File: src/rtl/prog_timer_if.sv
// Purpose: control/status bundle between a timer user (master) and prog_timer (slave).
// Signals:
//   load        master->slave  load new_value and restart timing
//   new_value   master->slave  value to load (WIDTH bits)
//   auto_reload master->slave  1 = reload on expiry, 0 = one-shot
//   pause       master->slave  level; 1 freezes prescaler and value
//   value       slave->master  current count (registered)
//   zero        slave->master  value == 0
//   expired     slave->master  one-cycle pulse when value leaves 1
//   running     slave->master  timer is counting
interface prog_timer_if #(
  parameter int unsigned WIDTH = 6
);
  logic             load;
  logic [WIDTH-1:0] new_value;
  logic             auto_reload;
  logic             pause;
  logic [WIDTH-1:0] value;
  logic             zero;
  logic             expired;
  logic             running;

  modport master (
    output load, new_value, auto_reload, pause,
    input  value, zero, expired, running
  );

  modport slave (
    input  load, new_value, auto_reload, pause,
    output value, zero, expired, running
  );
endinterface

File: src/rtl/prog_timer.sv
// Purpose: loadable down-counting timer; an internal prescaler produces one
// decrement tick every PRESCALE clock cycles while running and not paused.
// Supports one-shot and auto-reload, and pulses expired for one cycle when
// the count leaves 1.
// Ports:
//   ck     system clock, rising edge
//   reset  synchronous active-low reset
//   bus    prog_timer_if.slave: load/new_value/auto_reload/pause in,
//          value/zero/expired/running out
module prog_timer #(
  parameter int unsigned WIDTH    = 6,
  parameter int unsigned PRESCALE = 10_000_000,
  parameter int unsigned PS_WIDTH = 24
) (
  input  logic         ck,
  input  logic         reset,
  prog_timer_if.slave  bus
);

  localparam logic [PS_WIDTH-1:0] PS_LAST = PS_WIDTH'(PRESCALE - 1);

  typedef enum logic {
    IDLE = 1'b0,
    RUN  = 1'b1
  } state_t;

  state_t              state_q,   state_d;
  logic [WIDTH-1:0]    value_q,   value_d;
  logic [WIDTH-1:0]    reload_q,  reload_d;
  logic [PS_WIDTH-1:0] ps_q,      ps_d;
  logic                expired_q, expired_d;
  logic                tick_c;

  // State register with synchronous active-low reset.
  always_ff @(posedge ck) begin
    if (!reset) begin
      state_q   <= IDLE;
      value_q   <= '0;
      reload_q  <= '0;
      ps_q      <= '0;
      expired_q <= 1'b0;
    end else begin
      state_q   <= state_d;
      value_q   <= value_d;
      reload_q  <= reload_d;
      ps_q      <= ps_d;
      expired_q <= expired_d;
    end
  end

  // Tick only fires when the prescaler would actually advance this edge.
  assign tick_c = (state_q == RUN) && !bus.load && !bus.pause && (ps_q == PS_LAST);

  // Next-state logic: load > pause > tick.
  always_comb begin
    state_d   = state_q;
    value_d   = value_q;
    reload_d  = reload_q;
    ps_d      = ps_q;
    expired_d = 1'b0;

    if (bus.load) begin
      value_d  = bus.new_value;
      reload_d = bus.new_value;
      ps_d     = '0;
      state_d  = (bus.new_value != '0) ? RUN : IDLE;
    end else if (bus.pause) begin
      // freeze everything
    end else begin
      case (state_q)
        IDLE: begin
          ps_d    = '0;
          value_d = '0;
        end
        RUN: begin
          if (tick_c) begin
            ps_d = '0;
            if (value_q > WIDTH'(1)) begin
              value_d = value_q - WIDTH'(1);
            end else begin
              // value_q is 1 here: RUN is never entered with a zero count
              expired_d = 1'b1;
              if (bus.auto_reload) begin
                value_d = reload_q;
              end else begin
                value_d = '0;
                state_d = IDLE;
              end
            end
          end else begin
            ps_d = ps_q + PS_WIDTH'(1);
          end
        end
        default: state_d = IDLE;
      endcase
    end
  end

  assign bus.value   = value_q;
  assign bus.zero    = (value_q == '0);
  assign bus.expired = expired_q;
  assign bus.running = (state_q == RUN);

endmodule

File: src/flat_wrapper.sv
// flat-port wrapper written by rule: the top's interface ports become plain ports
module prog_timer_flat 
#(
  parameter int unsigned WIDTH    = 6,
  parameter int unsigned PRESCALE = 10_000_000,
  parameter int unsigned PS_WIDTH = 24
)
  (ck, reset, bus_load, bus_new_value, bus_auto_reload, bus_pause, bus_value, bus_zero, bus_expired, bus_running);
  prog_timer_if #(.WIDTH(WIDTH)) bus_i ();
  input  logic ck;
  input  logic reset;
  input wire logic [$bits(bus_i.load)-1:0] bus_load;
  input wire logic [$bits(bus_i.new_value)-1:0] bus_new_value;
  input wire logic [$bits(bus_i.auto_reload)-1:0] bus_auto_reload;
  input wire logic [$bits(bus_i.pause)-1:0] bus_pause;
  output wire logic [$bits(bus_i.value)-1:0] bus_value;
  output wire logic [$bits(bus_i.zero)-1:0] bus_zero;
  output wire logic [$bits(bus_i.expired)-1:0] bus_expired;
  output wire logic [$bits(bus_i.running)-1:0] bus_running;
  assign bus_i.load = bus_load;
  assign bus_i.new_value = bus_new_value;
  assign bus_i.auto_reload = bus_auto_reload;
  assign bus_i.pause = bus_pause;
  assign bus_value = bus_i.value;
  assign bus_zero = bus_i.zero;
  assign bus_expired = bus_i.expired;
  assign bus_running = bus_i.running;
  prog_timer #(.WIDTH(WIDTH), .PRESCALE(PRESCALE), .PS_WIDTH(PS_WIDTH)) u_core (.ck(ck), .reset(reset), .bus(bus_i));
endmodule
File: config.mk
export PLATFORM = sky130hd
export DESIGN_NAME = prog_timer_flat
export DESIGN_NICKNAME = d
export VERILOG_FILES = /design/src/rtl/prog_timer_if.sv /design/src/rtl/prog_timer.sv /design/src/flat_wrapper.sv
export SDC_FILE = /design/constraint.sdc
export NUM_CORES = 1
export LEC_CHECK = 0
export ABC_AREA = 0
export CAP_MARGIN = 5
export CORE_AREA = 2 2 57 80
export CTS_BUF_LIST = sky130_fd_sc_hd__clkbuf_16
export DETAILED_ROUTE_END_ITERATION = 12
export DIE_AREA = 0 0 59 82
export GPL_TIMING_DRIVEN = 0
export PLACE_DENSITY = 0.73
export RECOVER_POWER = 25
export SYNTH_ARGS = -nofsm -noshare
export SYNTH_HDL_FRONTEND = slang
export SYNTH_SLANG_ARGS = --single-unit
export TNS_END_PERCENT = 30
File: constraint.sdc
create_clock -name ck -period 2.3 [get_ports ck]
set_input_delay 0.46 -clock ck [delete_from_list [all_inputs] [get_ports ck]]
set_output_delay 0.46 -clock ck [all_outputs]
set_load 0.01 [all_outputs]
# Yosys cells after proc, flatten, opt, wreduce, memory -nomap -nowiden
# Cells that the tools add are included.
# classes
add_sub_neg	2
magnitude_cmp	1
eq_ne	3
muxes	16
bitwise_logic	3
reduce_logical	10
# op_table
op	count
$pmux 24 s2	1
$mux 6	5
$add 24x1->24 const B	1
$eq 24x24->1 const B	1
$mux 24	1
$pmux 6 s2	1
$mux 1	8
$gt 6x1->1 const B	1
$logic_not 6->1	1
$reduce_bool 6->1	1
$sub 6x1->6 const B	1
$reduce_or 5->1	1
$logic_and 1x1->1	3
$ne 3x3->1 const B	1
$not 1->1	3
$logic_not 1->1	2
$ne 2x2->1 const B	1
$reduce_and 2->1	1
$reduce_or 2->1	1
# totals
regBits	38
elab_cells	40

# Depth between registers and ports, before layout
# Gate-level depths: netlist (run 1).
# logic_depth
word_depth	8
ltp_mapped	7

# Least setup slack after synthesis (run 1)
# OpenSTA, ideal clock, no wires.
# synth_path
path_kind	register to register
from	reg u_core.ps_q[16]
to	reg u_core.value_q[1] (netlist: u_core.bus.value[1])
setup_ns	0.072
arrival_time_ns	1.995
t_required_ns	2.228
slack_ns	0.233
path_stages_with_launch	7
path_buffers	1
synth_period_minus_slack_ns	2.067
cell_sequence	dfxtp_1 or4_4 or4_4 o21ai_4 and2_1 buf_6 mux2i_1
# synth_via
elab_chain_cells	4
# synth_lines
item	line	source
start, declared	prog_timer.sv:30	logic [PS_WIDTH-1:0] ps_q, ps_d;
start signal, assigned	prog_timer.sv:46	ps_q <= ps_d;
$eq 24x24->1	prog_timer.sv:52	assign tick_c = (state_q == RUN) && !bus.load && !bus.pause && (ps_q == PS_LAST);
$logic_and 1x1->1	prog_timer.sv:52	
$ne 3x3->1 (no source line)	n/a	
$reduce_and 2->1 (no source line)	n/a	
end signal, assigned	prog_timer.sv:44	value_q <= value_d;
end, declared	prog_timer.sv:28	logic [WIDTH-1:0] value_q, value_d;
# No other way between the ends.
# A chain may end at the register's enable or synchronous reset.

# Worst setup path after layout (run 1)
# layout_path
from	reg u_core.ps_q[16]
to	reg u_core.value_q[3] (netlist: u_core.bus.value[3])
# Same word-level chain as after synthesis.

==> summary.md, run 1 <==
- 50 — number of distinct library cells after synthesis
- flip-flop — kind of launch point of the worst setup path
- 2 — buffer depth of the longest clock path
- 0.894 — Final GP Congestion
- 59 microns — DIE WIDTH
- 0.0141 — proportion of synthesized area in mux cells
- 0 — Finish-stage setup viols
- 28 — FP Rows
- 0.256 — area fraction in compound gates after synthesis
- 0.514 — effective utilization at floorplan
- 0 — antenna violations before repair
- 0.0165 — XOR/XNOR share of the synthesized area
- 0.0236 — fraction of the mapped netlist area in adder cells
- 0.861 nW — standby leakage power
- u_core.ps_q[16] — worst reg2reg startpoint
- 0 — number of enable flip-flop cells after synthesis
- 0 — buffers inserted by post-CTS timing repair
- flip-flop — type of element capturing the critical path
- 0.000454 V — worst vdd rail ir drop
- u_core.ps_q[16] — Crit. Startpoint
- 6.36 — via density per instance
- 0 — fraction of synthesis flops using an asynchronous set or reset pin
- dfxtp_1 — leading register cell type out of synthesis
- reg -> reg — worst hold path class
- 0 — total overflow reported by the global router
- 0.256 — switching share of power
- 4840 sq um — Die Area
- 0 ps — TNS Setup
- 60 ps — clock transition time at the flip-flop clock pins of the worst setup and hold paths
- 1953 — via count of the first global-routing pass
- 0.446 GHz — Max Clock Freq
- 1.56 mW — Total Power
- 20 — I/O pin cnt
- 3.61 ps — Worst Skew
- done — clock tree from TritonCTS
- 2440 ps — required time at the endpoint of the critical path
- 21.1% — area growth from synthesis to layout
- 285 — number of nets in the synthesized netlist
- 82 microns — y dimension of the die
- 0 — number of max-slew violations in the final report
- 280 ps — Clock Latency Late Sink
- 0.422 — part of the total power dissipated in the clock network
- 2360 sq um — placement-stage cell area
- 2380 ps — signal arrival time at the worst endpoint
- 270 — post-synthesis instance total
- 0.132 — part of the power in combinational logic
- 0.594 — max_slew headroom
- 0 — reported max-cap violation count
- 38 — clock sinks
- clkbuf_16 — root buffer cell
- 2240 ps — clock period minus final worst setup slack
- nand2_1 — most common cell after layout, fill and taps aside
- 9.14 mm — global-route wire length before repair
- 6 — worst r2r path cells
- 60 ps — slack of the worst reg-to-reg path
- 0.447 — sequential share of power
- 0.399 mW — total net switching power
- 16.2 microns — routed wire length per instance
- 0.358 — Seq/Total Area, Yosys
- 0.976 — fin crit share
- true — RSZ-0062 raised after global routing
- nand2_1 (40), dfxtp_1 (38), a21oi_1 (26), nand3_1 (15), a31oi_1 (15) — top library cells by usage in the layout, fill and taps aside
- 0.101 — fraction of layout cells with a size suffix above 1
- 7.87 sq um — Mapped Avg Cell Area
- 2168 — total vias in the final route
- 606 ps — measured slew at the worst slew-check pin
- 605 nW/um^2 — areal power density over the cells
- 6 — CP Max Fanout
- completed — result of the run
- reg -> reg — category of the most critical setup path
- simple AND/OR/NAND/NOR gates — dominant combinational cell family by area after synthesis
- 310 — net total in the final layout
- 2570 sq um — Non-Filler Cell Area, Final
- 5 — CTS buffer count
- 0 — synth warn
- 4130 sq um — core area
- 0 — Final Hold Viols
- 144 — 1st-iter DRT viols
- 0.291 — post-synthesis share of cell area spent on and, or, nand and nor gates
- 0 — antenna cell count
- 2 — total number of H-tree levels
- u_core.bus.value[3] — Reg-to-Reg End
- 1.16 mW — Int Pwr
- 5.53 mm — final WL
- 3.96 mm — final HPWL from detailed placement
- 0 — DRT antenna net count
- 18 — count of buffers from port buffering
- 38 — post-synthesis sequential element count
- 0 — number of remaining DRC errors
- 388 — Filler cells
- 0.246 — overall routing resource usage
- u_core.bus.value[3] — crit path capture
- 2120 sq um — total standard cell area after synthesis
- 12 — maximum number of pins on one net before global-route repair
- 4 — number of search-and-repair iterations in the first detailed-routing pass
==> power by group through the flow <==
stage	clock (mW)	sequential [mW]	combinational, mW
floorplan	0	0.709	0.116
CTS	0.664	0.695	0.203
global route	0.693	0.698	0.224
global placement	0	0.709	0.199
finish	0.657	0.696	0.205
detailed placement	0	0.709	0.201
==> metal layers <==
layer | up-vias | wire (microns) | track usage
li1 | 1062 | - | -
met1 | 1040 | 2340 | 0.301
met2 | 55 | 2840 | 0.426
met3 | 11 | 235 | 0.0409
met4 | 0 | 116 | 0.0932
met5 | - | 0 | 0
==> worst max-delay path: stages, from the launching register on <==
cell and delay (ps):
dfxtp_1 340, or4_4 570, or4_4 580, o21ai_4 220
and2_1 170, buf_6 120, a311oi_1 100
==> how the worst min path moves through the flow <==
stage	start	end	slack, ps	cells past startpoint
after floorplan	u_core.reload_q[0]	u_core.reload_q[0]	430	2
after global placement	u_core.reload_q[0]	u_core.reload_q[0]	440	2
after detailed placement	u_core.reload_q[0]	u_core.reload_q[0]	460	2
after CTS	u_core.reload_q[0]	u_core.reload_q[0]	460	2
after global routing	u_core.reload_q[4]	u_core.reload_q[4]	490	2
final	u_core.reload_q[4]	u_core.reload_q[4]	470	2
==> sequential cells by signal, indices dropped and copies added, names as in the netlist <==
signal	count
u_core.bus.value	6
u_core.ps_q	24
u_core.bus.running	1
u_core.bus.expired	1
u_core.reload_q	6
==> logic make-up (layout without fill, tap and decap cells) <==
family,after synthesis,in the layout
AO/OA/AOI/OAI,84,84
XOR/XNOR,4,4
adder cells (fa/ha/maj),4,4
buffers and inverters,19,45
flip-flops,38,38
multiplexers,3,3
AND/OR/NAND/NOR,118,118
==> final cells by class <==
class / instances / area [sq um] / share of cell area
multi-input combinational: 213 / 1350 / 0.524
sequential: 38 / 761 / 0.296
timing repair buffer: 18 / 180 / 0.0700
clock buffer: 5 / 125 / 0.0486
buffer: 11 / 60.1 / 0.0233
tap: 45 / 56.3 / 0.0219
inverter: 8 / 31.3 / 0.0122
clock inverter: 3 / 12.5 / 0.00486
==> cell usage after synthesis (3+ instances only) <==
cell,number,area (sq um)
nand2_1,41,154
dfxtp_1,38,761
a21oi_1,27,135
a31oi_1,15,93.8
nand3_1,15,75.1
nor2_1,13,48.8
o21ai_0,13,65.1
clkbuf_1,8,30.0
inv_1,7,26.3
and3_1,5,31.3
nand4_1,5,31.3
or3_1,5,31.3
a21o_1,4,30.0
and2_1,4,25.0
ha_1,4,50.1
nor3_1,4,20.0
nor4_1,4,25.0
o31ai_1,4,30.0
a311oi_1,3,26.3
a41oi_1,3,26.3
and4_1,3,26.3
mux2i_1,3,30.0
nand2b_1,3,18.8
or4_1,3,22.5
xnor2_1,3,26.3
==> what timing repair did <==
action                                  in CTS  in global routing
resized for setup                            6                 11
endpoints found under the setup margin      18                 21
pin swaps                                    0                  3
hold buffers                                 0                  0
==> stage by stage <==
stage | instances | hold slack, ps | setup slack (ps) | util
after detailed placement | 333 | 456 | -512 | 0.571
final | 341 | 468 | 55.7 | 0.623
after CTS | 341 | 461 | 22.7 | 0.611
after floorplan | 270 | 432 | 233 | -
after global placement | 333 | 440 | -514 | 0.571
after global routing | 341 | 486 | -19.9 | 0.623
(Power assumes the default switching activity.)
==> run 2, diff against run 1 <==
--- a/config.mk
+++ b/config.mk
@@ -12,9 +12,9 @@
 export DETAILED_ROUTE_END_ITERATION = 12
 export DIE_AREA = 0 0 59 82
 export GPL_TIMING_DRIVEN = 0
+export MAX_ROUTING_LAYER = met4
 export PLACE_DENSITY = 0.73
 export RECOVER_POWER = 25
 export SYNTH_ARGS = -nofsm -noshare
 export SYNTH_HDL_FRONTEND = slang
 export SYNTH_SLANG_ARGS = --single-unit
-export TNS_END_PERCENT = 30
==> run 2 against run 1 <==
Compared with the run above:
- design area up 0.29%
- global-route usage up 0.75 points
- sequential cell count unchanged
- combinational power about the same
- setup slack better by 3.7 ps
- sequential share of layout area about the same
- critical path type unchanged
- clock skew about the same
- largest cell class unchanged
- highest routed layer unchanged
- hold slack better by 0.85 ps
==> summary.md, run 2 (synthesized netlist as in run 1, its figures left out) <==
- 0.399 mW — total net switching power
- flip-flop — type of element capturing the critical path
- 0.421 — part of the total power dissipated in the clock network
- 580 ps — max incr delay on CP
- 311 — net total in the final layout
- 3.78 ps — Worst Skew
- 9.11 mm — global-route wire length before repair
- 2360 sq um — placement-stage cell area
- 20 — I/O pin cnt
- 2138 — total vias in the final route
- 121 — 1st-iter DRT viols
- 0.111 — fraction of layout cells with a size suffix above 1
- 0.584 — max_slew headroom
- 28 — FP Rows
- 38 — clock sinks
- simple AND/OR/NAND/NOR gates — crit-path leading delay family
- 0 — Finish-stage setup viols
- 2580 sq um — Non-Filler Cell Area, Final
- or4_4 — cell occurring most often along the worst timing path
- 0.000450 V — worst vdd rail ir drop
- 6 — CP Max Fanout
- 0 — antenna violations before repair
- 0 — reported max-cap violation count
- reg -> reg — worst hold path class
- 18 — count of buffers from port buffering
- 0.256 — switching share of power
- 0 — antenna cell count
- 0 — total overflow reported by the global router
- flip-flop — kind of launch point of the worst setup path
- 4840 sq um — Die Area
- 16.3 microns — routed wire length per instance
- 0 — number of max-slew violations in the final report
- 0 — DRT antenna net count
- 6.25 — via density per instance
- or4_4 — Worst path slowest cell
- 0.867 nW — standby leakage power
- nand2_1 — most common cell after layout, fill and taps aside
- 604 nW/um^2 — areal power density over the cells
- 12 — maximum number of pins on one net before global-route repair
- clkbuf_16 — root buffer cell
- 333 — post-placement cell count
- done — clock tree from TritonCTS
- 5 — CTS buffer count
- 60 ps — slack of the worst reg-to-reg path
- 0.254 — overall routing resource usage
- 1.16 mW — Int Pwr
- 1 — Buf/Inv on CP
- false — RSZ-0062 raised after global routing
- 1962 — via count of the first global-routing pass
- 2240 ps — clock period minus final worst setup slack
- 387 — Filler cells
- 3.96 mm — final HPWL from detailed placement
- 469 ps — worst-case hold slack
- completed — result of the run
- nand2_1 (40), dfxtp_1 (36), a21oi_1 (26), nand3_1 (15), a31oi_1 (15) — top library cells by usage in the layout, fill and taps aside
- 0 — Final Hold Viols
- reg -> reg — category of the most critical setup path
- or4_4, or4_4, o21ai_4, and2_4, buf_6, a311oi_1 — cell chain of the critical path
- 2 — buffer depth of the longest clock path
- 620 ps — measured slew at the worst slew-check pin
- 280 ps — Clock Latency Late Sink
- 2380 ps — signal arrival time at the worst endpoint
- u_core.ps_q — register with the most flip-flops
- 21.5% — area growth from synthesis to layout
- 82 microns — y dimension of the die
- 0.133 — part of the power in combinational logic
- 2440 ps — required time at the endpoint of the critical path
- 0.909 — Final GP Congestion
- 0 — hold buffer count at cts
- 0.446 GHz — Max Clock Freq
- 0 — number of remaining DRC errors
- 2 — total number of H-tree levels
- 5.58 mm — final WL
- 60 ps — clock transition time at the flip-flop clock pins of the worst setup and hold paths
- 4 — number of search-and-repair iterations in the first detailed-routing pass
- 24 — number of flip-flops in the largest register
- 0.446 — sequential share of power
- 0.514 — effective utilization at floorplan
- 342 — final instance count without filler cells
- 4130 sq um — core area
- 0.974 — fin crit share
- 59 microns — DIE WIDTH
-- run 2: power groups by stage --
| stage | Combinational [mW] | Clock [mW] | Sequential (mW) |
|---|---|---|---|
| 2_1_floorplan | 0.116 | 0 | 0.709 |
| 3_3_place_gp | 0.199 | 0 | 0.709 |
| 3_5_place_dp | 0.201 | 0 | 0.709 |
| 4_1_cts | 0.203 | 0.664 | 0.695 |
| 5_1_grt | 0.227 | 0.694 | 0.698 |
| 6_report | 0.207 | 0.656 | 0.696 |
-- run 2: path summary, 6_finish.rpt --
path / from / endpoint / depth (start not counted)
max: u_core.ps_q[16] / u_core.bus.value[3] / 6
min: u_core.reload_q[5] / u_core.reload_q[5] / 2
max reg2reg: u_core.ps_q[16] / u_core.bus.value[3] / 6
min reg2reg: u_core.reload_q[5] / u_core.reload_q[5] / 2
-- run 2: stage by stage --
step           worst slack (ps)  setup TNS (ps)   util  power [mW]
6_report                   59.5               0  0.624        1.56
5_1_grt                    3.63               0  0.624        1.62
4_1_cts                    22.7               0  0.611        1.56
3_5_place_dp               -512           -9150  0.571       0.909
3_3_place_gp               -514           -9600  0.571       0.907
2_1_floorplan               233               0      -       0.826
-- run 2: repair_timing --
action / 4_1_cts / 5_1_grt
pin swaps: 0 / 3
resized for setup: 6 / 13
hold endpoints to repair: 0 / 0
endpoints found under the setup margin: 18 / 21
cloned: 0 / 0
buffers inserted: 0 / 1
-- run 2: final cells by class --
class / count / area, sq um / share of cell area
inverters: 8 / 31.3 / 0.0121
flip-flops and latches: 38 / 763 / 0.296
multi-input cells: 213 / 1350 / 0.521
repair buffers: 19 / 188 / 0.0727
well taps: 45 / 56.3 / 0.0218
clock buffers: 5 / 125 / 0.0485
plain buffers: 11 / 60.1 / 0.0233
clock inverters: 3 / 12.5 / 0.00485
-- run 2: tightest hold or removal path, stage by stage (launching register included) --
cell	delay, ps
dfxtp_1	310
nand2_1	60
a21oi_1	50
-- run 2: layer usage --
layer	track usage	wire length, microns	vias up
met3	0.0457	241	12
met1	0.300	2390	1009
met5	-	0	-
met2	0.426	2840	57
met4	0.0932	116	0
li1	-	-	1060
